## config.mk

```make
export PLATFORM = sky130hd
export DESIGN_NAME = iter_div_seq
export DESIGN_NICKNAME = d
export VERILOG_FILES = /design/src/rtl/iter_div_seq.sv
export SDC_FILE = /design/constraint.sdc
export NUM_CORES = 1
export LEC_CHECK = 0
export CORE_MARGIN = 4
export CORE_UTILIZATION = 44
export DETAILED_ROUTE_END_ITERATION = 8
export PLACE_DENSITY_LB_ADDON = 0.15
export SKIP_CTS_REPAIR_TIMING = 1
export SLEW_MARGIN = 20
export SYNTH_ARGS = -nofsm -noshare
export SYNTH_HDL_FRONTEND = slang
export SYNTH_SLANG_ARGS = --single-unit
```

## constraint.sdc

```tcl
create_clock -name clk -period 5.21 [get_ports clk]
set_input_delay 0.521 -clock clk [delete_from_list [all_inputs] [get_ports clk]]
set_output_delay 0.521 -clock clk [all_outputs]
set_load 0.05 [all_outputs]
```

## src/rtl/iter_div_seq.sv

```systemverilog
// iter_div_seq: multi-cycle restoring integer divider, signed or unsigned per operation.
// Each ITER cycle retires K quotient bits; then one FIX cycle applies signs and the
// divide-by-zero result. Valid/ready handshakes on both sides.
//
// Ports:
//   clk              rising-edge clock
//   reset            asynchronous active-low reset
//   in_valid/ready   operand handshake (in_ready high only in IDLE)
//   in_signed        1 = two's-complement operation
//   left, right      dividend, divisor (sampled on the accepting edge only)
//   out_valid/ready  result handshake (out_valid high only in DONE)
//   out_quotient     quotient
//   out_remainder    remainder
//   out_div_by_zero  divisor was zero for this result
module iter_div_seq #(
    parameter int unsigned W = 32,
    parameter int unsigned K = 1
) (
    input  logic         clk,
    input  logic         reset,
    input  logic         in_valid,
    output logic         in_ready,
    input  logic         in_signed,
    input  logic [W-1:0] left,
    input  logic [W-1:0] right,
    output logic         out_valid,
    input  logic         out_ready,
    output logic [W-1:0] out_quotient,
    output logic [W-1:0] out_remainder,
    output logic         out_div_by_zero
);

    localparam int unsigned Steps = W / K;
    localparam int unsigned CntW  = (Steps > 1) ? $clog2(Steps) : 1;
    localparam logic [CntW-1:0] CntLast = CntW'(Steps - 1);

    typedef enum logic [1:0] {StIdle, StIter, StFix, StDone} state_t;

    state_t          state;
    logic [W:0]      rem;
    logic [W-1:0]    dvd;        // dividend magnitude, shifts into the quotient
    logic [W-1:0]    dsr;        // divisor magnitude
    logic [CntW-1:0] cnt;
    logic            op_signed;
    logic            neg_dvd;
    logic            neg_dsr;
    logic            dsr_zero;

    logic [W:0]      rem_nxt;
    logic [W-1:0]    dvd_nxt;
    logic [W-1:0]    q_fix;
    logic [W-1:0]    r_fix;

    assign in_ready  = (state == StIdle);
    assign out_valid = (state == StDone);

    // K unrolled restoring steps on {rem, dvd}.
    always_comb begin
        rem_nxt = rem;
        dvd_nxt = dvd;
        for (int unsigned i = 0; i < K; i++) begin
            rem_nxt = {rem_nxt[W-1:0], dvd_nxt[W-1]};
            dvd_nxt = {dvd_nxt[W-2:0], 1'b0};
            if (rem_nxt >= {1'b0, dsr}) begin
                rem_nxt    = rem_nxt - {1'b0, dsr};
                dvd_nxt[0] = 1'b1;
            end
        end
    end

    // With a zero divisor every step subtracts nothing, so the remainder ends up
    // holding |left|; the normal remainder sign fix then restores left exactly.
    always_comb begin
        if (dsr_zero) begin
            q_fix = '1;
        end else if (op_signed && (neg_dvd ^ neg_dsr)) begin
            q_fix = -dvd;
        end else begin
            q_fix = dvd;
        end
        r_fix = (op_signed && neg_dvd) ? -rem[W-1:0] : rem[W-1:0];
    end

    always_ff @(posedge clk or negedge reset) begin
        if (!reset) begin
            state           <= StIdle;
            rem             <= '0;
            dvd             <= '0;
            dsr             <= '0;
            cnt             <= '0;
            op_signed       <= 1'b0;
            neg_dvd         <= 1'b0;
            neg_dsr         <= 1'b0;
            dsr_zero        <= 1'b0;
            out_quotient    <= '0;
            out_remainder   <= '0;
            out_div_by_zero <= 1'b0;
        end else begin
            case (state)
                StIdle: begin
                    if (in_valid) begin
                        op_signed <= in_signed;
                        neg_dvd   <= left[W-1];
                        neg_dsr   <= right[W-1];
                        dsr_zero  <= (right == '0);
                        dvd       <= (in_signed && left[W-1]) ? -left : left;
                        dsr       <= (in_signed && right[W-1]) ? -right : right;
                        rem       <= '0;
                        cnt       <= '0;
                        state     <= StIter;
                    end
                end
                StIter: begin
                    rem <= rem_nxt;
                    dvd <= dvd_nxt;
                    cnt <= cnt + CntW'(1);
                    if (cnt == CntLast) begin
                        state <= StFix;
                    end
                end
                StFix: begin
                    out_quotient    <= q_fix;
                    out_remainder   <= r_fix;
                    out_div_by_zero <= dsr_zero;
                    state           <= StDone;
                end
                StDone: begin
                    if (out_ready) begin
                        state <= StIdle;
                    end
                end
                default: state <= StIdle;
            endcase
        end
    end

endmodule

```

=== Word-level counts from Yosys, hierarchy flattened ===
Index checks and enable logic that the tools add are counted.

* Register bits: 172
* Bits of input ports: 69

* Multiplexer cells: 17
* Equal/unequal tests: 7
* Reduce and logical (&&, ||, !) cells: 10
* Bitwise logic cells: 1
* $lt $le $gt $ge: 1
* Add/sub/neg operators: 6

{| class="wikitable"
|+ Operators by type and width
! kind !! count
|-
| 32-bit two-way mux || 8
|-
| 32-bit negator || 4
|-
| 32-bit case mux with 2 select lines || 2
|-
| 33-bit by 32-bit greater-or-equal comparator with 1-bit output || 1
|-
| 32-bit logical NOT || 1
|-
| 32-bit subtractor || 1
|-
| 5-bit case mux with 2 select lines || 1
|-
| 2-bit case mux with 4 select lines || 1
|-
| 2-bit two-way mux || 3
|-
| 5-bit by 1-bit adder with 5-bit output (second input constant) || 1
|-
| 5-bit equality test (second input constant) || 1
|-
| 5-bit two-way mux || 1
|-
| 2-bit equality test (second input constant) || 2
|-
| 1-bit logical AND || 4
|-
| 2-bit inequality test (second input constant) || 2
|-
| 2-bit AND reduction || 2
|-
| 3-bit AND reduction || 1
|-
| 2-bit by 1-bit equality test with 1-bit output (second input constant) || 1
|-
| 2-bit logical NOT || 1
|-
| 2-bit by 1-bit inequality test with 1-bit output (second input constant) || 1
|-
| 2-bit nonzero test || 1
|-
| 1-bit two-way mux || 1
|-
| 1-bit bitwise XOR || 1
|}

=== Logic depth before layout (Yosys ltp) ===
Gate-level depths: netlist of the first run.

* Depth after elaboration: 4
* Gate-level depth with buffers: 12
* Mapped depth without buffers: 12

=== Worst setup path after synthesis of the first run ===
Ideal clock, no wire load.

* Kind: reg-to-reg
* Start: register dvd[31]
* End: register rem[24]
* Arrival time: 2.579 ns
* Buffers on the path: 0
* Setup time: 0.133 ns
* Clock period less this slack: 2.712 ns
* Data required time: 5.077 ns
* Setup slack: 2.498 ns
* Stages on the path, launching flop included: 13
* Cells stage by stage: dfrtp_1 > inv_1 > ha_1 > inv_1 > fa_1 > a21o_1 > a221oi_2 > o21ai_1 > a221o_1 > a41oi_1 > o21ai_1 > xnor2_1 > o21ai_0

* Word-level cells in the longest chain between the ends: 3

{| class="wikitable"
|+ RTL lines
! what !! line !! source
|-
| start, declared || 41 || <nowiki>logic [W-1:0] dvd;</nowiki>
|-
| start signal, assigned || 106 || <nowiki>dvd <= (in_signed && left[W-1]) ? -left : left;</nowiki>
|-
| start signal, assigned || 115 || <nowiki>dvd <= dvd_nxt;</nowiki>
|-
| 32-bit subtractor / 33-bit by 32-bit greater-or-equal comparator with 1-bit output (equally long branches) || 65, 64 ||
|-
| 32-bit two-way mux (*) || 64 || <nowiki>if (rem_nxt >= {1'b0, dsr}) begin</nowiki>
|-
| 32-bit case mux with 2 select lines (*) || 99 || <nowiki>case (state)</nowiki>
|-
| end signal, assigned || 114 || <nowiki>rem <= rem_nxt;</nowiki>
|-
| end, declared || 40 || <nowiki>logic [W:0] rem;</nowiki>
|}

Mark *: on every way between the ends. The rest lies on a longest branch, timed or not.
A chain may end at the register's enable or synchronous reset.

=== Worst setup path after layout of the first run ===
* Start: register rem[6]
* End: register rem[28]

* Word-level cells in the longest chain between the ends: 3

{| class="wikitable"
|+ RTL lines
! what !! line
|-
| 32-bit subtractor / 33-bit by 32-bit greater-or-equal comparator with 1-bit output (equally long branches) || 65, 64
|-
| 32-bit two-way mux (*) || 64
|-
| 32-bit case mux with 2 select lines (*) || 99
|}

Marks and branches as above.

==> results of run 1 <==
==> logic make-up (layout without fill, tap and decap cells) <==
group | count (synthesis) | after routing | synth area share
compound gates | 419 | 419 | 0.2226
xor+xnor | 144 | 144 | 0.1112
flops | 172 | 172 | 0.3796
buf+inv | 122 | 227 | 0.04381
mux | 29 | 29 | 0.02616
simple gates | 398 | 398 | 0.1684
fa+ha+maj | 43 | 43 | 0.04812
==> final cells by class <==
type / instances / area, µm²
Clock buffer: 17 / 425.4
Clock inverter: 15 / 172.7
Fill cell: 2492 / 11770
Inverter: 52 / 195.2
Multi-Input combinational cell: 1033 / 6563
Sequential cell: 172 / 4304
Tap cell: 330 / 412.9
Timing Repair Buffer: 143 / 1413
==> where the power goes <==
| part | total (mW) | switching [mW] | internal (mW) |
|---|---|---|---|
| sequential | 2.56 | 0.615 | 1.94 |
| combinational | 6.09 | 3.86 | 2.24 |
| clock | 1.30 | 0.647 | 0.648 |
| total | 9.95 | 5.12 | 4.83 |
==> synth_stat cells, drive strengths merged, types with 15 or more instances <==
master  number  share of area
clkbuf      56          0.020
o31ai       21          0.017
xnor2       67          0.052
nor3        28          0.014
inv         52          0.017
a21oi      149          0.066
dfrtp      172           0.38
nor4        15          0.010
xor2        77          0.059
o21ai      144          0.064
nor2       134          0.046
nand2      129          0.043
ha          42          0.046
mux2i       24          0.021
==> critical path: stages, from the launching register on <==
cell      delay (ns)
dfrtp_1         0.48
ha_1            0.46
a21oi_2         0.22
o211ai_1        0.10
or2_1           0.25
o2111a_1        0.30
o211a_1         0.28
nor2_4          0.77
o31ai_1         0.15
a221o_1         0.35
==> worst min path at each step <==
stage                        start                   to  slack (ns)  cells past startpoint
2_1_floorplan                reset   cnt[0]$_DFFE_PN0P_        0.23                      0
3_5_place_dp   dsr[18]$_DFFE_PN0P_  dsr[18]$_DFFE_PN0P_        0.47                      2
4_1_cts                      reset   dsr[3]$_DFFE_PN0P_        0.13                      1
6_report                     reset   dsr[3]$_DFFE_PN0P_        0.08                      1
5_1_grt                      reset   dsr[8]$_DFFE_PN0P_        0.16                      1
3_3_place_gp    dsr[9]$_DFFE_PN0P_   dsr[9]$_DFFE_PN0P_        0.46                      2
==> state kept, by name, indices dropped and copies added, names as in the netlist <==
name / flops
dsr: 32
dvd: 32
out_quotient: 32
out_remainder: 32
rem: 32
cnt: 5
state: 2
dsr_zero: 1
neg_dsr: 1
neg_dvd: 1
op_signed: 1
out_div_by_zero: 1
==> stage by stage <==
step	cells	hold WS, ns
6_report	1762	0.07792
5_1_grt	1762	0.1577
3_5_place_dp	1730	0.4719
2_1_floorplan	1327	0.2254
3_3_place_gp	1730	0.4615
4_1_cts	1762	0.1290
==> metal layers <==
layer	global-route usage	part of all wire	vias to the layer above
met2	0.2932	0.40	301
li1	-	-	4901
met1	0.3658	0.53	4614
met4	0.03387	0.0077	0
met3	0.04017	0.066	25
met5	0	0	-
==> reports/qor.csv, run 1 <==
metric,value,unit
first-pass GRT wire length,50980,µm
slew of the pin with the lowest slew margin,1.066,ns
vias in the first global route,9238,
worst-path fanout max,32,
Hold Crit Class,input pin to async pin,
Worst-Skew Late Latency,0.44,ns
Core ar.,0.02525,mm²
clk sinks,172,
Synth cell types,78,
CP required,5.53,ns
worst reg2reg path depth,9,
largest net degree at the start of global routing,103,
"EDFF count, synth",0,
Max-slew headroom,0.2895,
Final period util,0.6655,
Root Buffer,clkbuf_16,
worst setup path endpoint,rem[28]$_DFFE_PN0P_,
Static Leak,5.678,nW
Worst setup startpoint,rem[6]$_DFFE_PN0P_,
hpwl dp,23570,µm
RSZ-0062 raised after global routing,false,
Pwr Density,737.7,mW/mm²
initial core utilization,0.4489,
post-place setup slack,1.776,ns
Ports,136,
maximum VDD drop,391.8,µV
mapped cell area,0.01134,mm²
CTS tree,built,
Antenna Cells,0,
"most common cell after layout, fill and taps aside",dfrtp_1,
final hold vios,0,
Synth async-reset ratio,1.000,
Antenna Nets Post-Route,0,
synthesized flop and latch total,172,
"wirelength, routed",31100,µm
die height,168.5,µm
htree depth,4,
sequential-to-total area share from yosys stat,0.3796,
Achievable Freq,0.2884,GHz
Worst R2R End,rem[28]$_DFFE_PN0P_,
CTS Buf Count,17,
CP Capture Type,flop,
Die X,168.5,µm
total grt overflow,0,
DR vias/cell,5.585,
worst r2r src,rem[6]$_DFFE_PN0P_,
Worst Path Arrival,3.79,ns
vias,9841,
final setup violation count,0,
post-route core utilization,0.5340,
initial detailed-routing violation count,963,
status,"finished, final reports clean",
synthesis-to-layout area growth,18.95,%
"Worst Setup Slack, final",1.743,ns
DRC viols,0,
minimum clock period,3.467,ns
post-placement cell area,0.01289,mm²
CP startpoint kind,flop,
clock skew,0.01290,ns
# rows,58,
Die ar.,0.02840,mm²
Buffers on Ports,135,
Final Net Count,1531,
Avg WL per Cell,17.65,µm
clock-pin transition on the worst setup and hold timing paths,0.08,ns
ratio of cells with drive above 1 in the final layout,0.05936,
syn nets,1439,
number of max-cap violations,0,
initial antenna violation count,0,
Synth Warn #,0,
Final Slew Violations,0,
critical path class,flop to flop,
setup TNS,0,ns
most frequent cells in the layout,"dfrtp_1, a21oi_1, clkdlybuf4s50_1",
first drt pass iteration count,5,
buffer levels on the longest clock path,2,
total track usage,0.2185,
design area,0.01349,mm²
final total power,9.949,mW
reg2reg setup slack,1.74,ns
Synth Instances,1327,
syn avg cell area,8.543,µm²
final weighted congestion in routability-driven placement,0.9221,
top_reg_cell synth,dfrtp_1,
No activity file was read; power rests on OpenSTA's default activity.
==> run 2, diff against run 1 <==
- clock period: 5.21 -> 3.55 ns (I/O delays scaled with it)
==> run 2 against run 1 <==
Fmax is 11% higher; critical endpoint is now rem[5]$_DFFE_PN0P_; clock power is 50% higher; critical path depth is 1 higher; sequential share of layout area is 0.29 points lower; total power is 48% higher; setup slack worse by 1.3 ns; core utilization is 0.49 points higher; largest cell class unchanged; routed wire length hardly changed; non-clock buffer count is 10 higher.
==> reports/qor.csv, run 2 (synthesized netlist as in run 1, its figures left out) <==
metric,value,unit,change
"Largest stage delay, worst path",0.46,ns,was 0.77 ns
CP Capture Type,flop,,unchanged
CP required,3.87,ns,was 5.53 ns
DRC viols,0,,unchanged
"wirelength, routed",31130,µm,"was 31,100 µm"
CTS Buf Count,17,,unchanged
"CP delay by family, top",compound AO/OA/AOI/OAI gates,,unchanged
most frequent cells in the layout,"dfrtp_1, a21oi_1, clkdlybuf4s50_1",,unchanged
final weighted congestion in routability-driven placement,0.9183,,was 0.9221
CP bufs+invs,1,,was 0
Final period util,0.8804,,was 0.6655
met1 WL,16020,µm,"was 16,370 µm"
Worst-Skew Late Latency,0.45,ns,was 0.44 ns
Final Net Count,1541,,"was 1,531"
setup TNS,0,ns,unchanged
final setup violation count,0,,unchanged
initial core utilization,0.4489,,unchanged
CP startpoint kind,flop,,unchanged
metal3 WL,2323,µm,was 2041 µm
clock-pin transition on the worst setup and hold timing paths,0.07,ns,was 0.08 ns
Die X,168.5,µm,unchanged
Root Buffer,clkbuf_16,,unchanged
initial antenna violation count,0,,unchanged
Combinational Power Share,0.615,,was 0.613
Antenna Cells,0,,unchanged
post-placement cell area,0.01298,mm²,was 0.01289 mm²
worst r2r src,rem[3]$_DFFE_PN0P_,,was rem[6]$_DFFE_PN0P_
number of max-cap violations,0,,unchanged
sequential power share,0.253,,was 0.257
Pwr Density,1084,mW/mm²,was 737.7 mW/mm²
clk sinks,172,,unchanged
"most common cell after layout, fill and taps aside",dfrtp_1,,unchanged
design area,0.01361,mm²,was 0.01349 mm²
buffer levels on the longest clock path,2,,unchanged
die height,168.5,µm,unchanged
worst reg2reg path depth,10,,was 9
hpwl dp,23700,µm,"was 23,570 µm"
initial detailed-routing violation count,895,,was 963
DR top layer,met4,,unchanged
Core ar.,0.02525,mm²,unchanged
CTS tree,built,,unchanged
Ports,136,,unchanged
worst-path fanout max,20,,was 32
largest net degree at the start of global routing,90,,was 103
clock skew,0.01331,ns,was 0.01290 ns
met2 WL,12400,µm,"was 12,450 µm"
first-pass GRT wire length,50480,µm,"was 50,980 µm"
cell-by-cell trace of the critical path,ha_1 -> a21oi_1 -> o211ai_1 -> or2_1 -> o2111a_1 -> o211a_1 -> nor2_4 -> buf_12 -> mux2i_1 -> o21ai_1,,was ha_1 -> a21oi_2 -> o211ai_1 -> or2_1 -> o2111a_1 -> o211a_1 -> nor2_4 -> o31ai_1 -> a221o_1
cell internal pwr,7.235,mW,was 4.827 mW
reg2reg setup slack,0.42,ns,was 1.74 ns
Sw Share,0.5097,,was 0.5148
total grt overflow,0,,unchanged
Final Slew Violations,0,,unchanged
htree depth,4,,unchanged
vias,9852,,"was 9,841"
slew of the pin with the lowest slew margin,0.9812,ns,was 1.066 ns
maximum VDD drop,646.1,µV,was 391.8 µV
Hold Crit Class,input pin to async pin,,unchanged
synthesis-to-layout area growth,20.03,%,was 18.95%
Worst Path Arrival,3.44,ns,was 3.79 ns
critical path class,flop to flop,,unchanged
RSZ-0062 raised after global routing,false,,unchanged
Antenna Nets Post-Route,0,,unchanged
Sw Pwr,7.520,mW,was 5.121 mW
Achievable Freq,0.3199,GHz,was 0.2884 GHz
Max-slew headroom,0.3434,,was 0.2895
Static Leak,5.751,nW,was 5.678 nW
DR vias/cell,5.560,,was 5.585
total track usage,0.2178,,was 0.2185
vias in the first global route,9298,,"was 9,238"
minimum clock period,3.126,ns,was 3.467 ns
Die ar.,0.02840,mm²,unchanged
# rows,58,,unchanged
status,"finished, final reports clean",,unchanged
post-route core utilization,0.5388,,was 0.5340
first drt pass iteration count,5,,unchanged
fill cell count,2416,,"was 2,492"
fraction of power consumed by the clock network,0.132,,was 0.130
Worst R2R End,rem[5]$_DFFE_PN0P_,,was rem[28]$_DFFE_PN0P_
ratio of cells with drive above 1 in the final layout,0.06519,,was 0.05936
Worst path slowest cell,dfrtp_1,,was nor2_4
Avg WL per Cell,17.57,µm,was 17.65 µm
Buffers on Ports,135,,unchanged
final hold vios,0,,unchanged
[run 2: changes by cell type in the layout (fill, tap and decap cells not counted), sizes merged]
cell / delta
bufinv: +1
buf: +9
inv: +1
clkinv: -1
dlygate4sd3: +1
clkinvlp: -1
[run 2: through the flow]
step | instances | setup slack (ns) | total power [mW] | hold WS (ns)
6_report | 1772 | 0.4244 | 14.76 | 0.3930
3_5_place_dp | 1739 | 0.5139 | 12.76 | 0.3069
5_1_grt | 1772 | 0.2390 | 15.88 | 0.4515
4_1_cts | 1771 | 0.4899 | 14.76 | -0.1700
3_3_place_gp | 1739 | 0.5459 | 12.69 | 0.3112
2_1_floorplan | 1327 | 0.8382 | 10.19 | 0.05941
[run 2: worst max-delay path by stage]
| stage | start | end | cells past startpoint |
|---|---|---|---|
| 6_report | rem[3]$_DFFE_PN0P_ | rem[5]$_DFFE_PN0P_ | 10 |
| 5_1_grt | rem[3]$_DFFE_PN0P_ | rem[16]$_DFFE_PN0P_ | 10 |
| 4_1_cts | rem[3]$_DFFE_PN0P_ | rem[16]$_DFFE_PN0P_ | 10 |
| 3_5_place_dp | right[2] | dsr[28]$_DFFE_PN0P_ | 9 |
| 3_3_place_gp | right[2] | dsr[28]$_DFFE_PN0P_ | 9 |
| 2_1_floorplan | dvd[31]$_DFFE_PN0P_ | rem[24]$_DFFE_PN0P_ | 12 |
[run 2: cell type report]
type,count,area [µm²],share of cell area
clock buffers,17,425.4,0.03126
clock inverters,15,192.7,0.01416
inverters,52,195.2,0.01434
multi-input cells,1033,6563,0.4823
flip-flops and latches,172,4304,0.3163
well taps,330,412.9,0.03034
repair buffers,153,1515,0.1113
[run 2: power groups by stage]
stage	logic [mW]	registers, mW	clock network (mW)
4_1_cts	9.05	3.72	1.99
3_5_place_dp	9.01	3.75	0
6_report	9.07	3.74	1.95
5_1_grt	9.94	3.87	2.07
2_1_floorplan	5.43	4.76	0
3_3_place_gp	8.98	3.71	0
[run 2: metal layers]
layer / GRT usage / vias up
li1: - / 4914
met2: 0.2940 / 294
met3: 0.04204 / 26
met1: 0.3543 / 4618
met4: 0.05081 / 0
met5: 0 / -
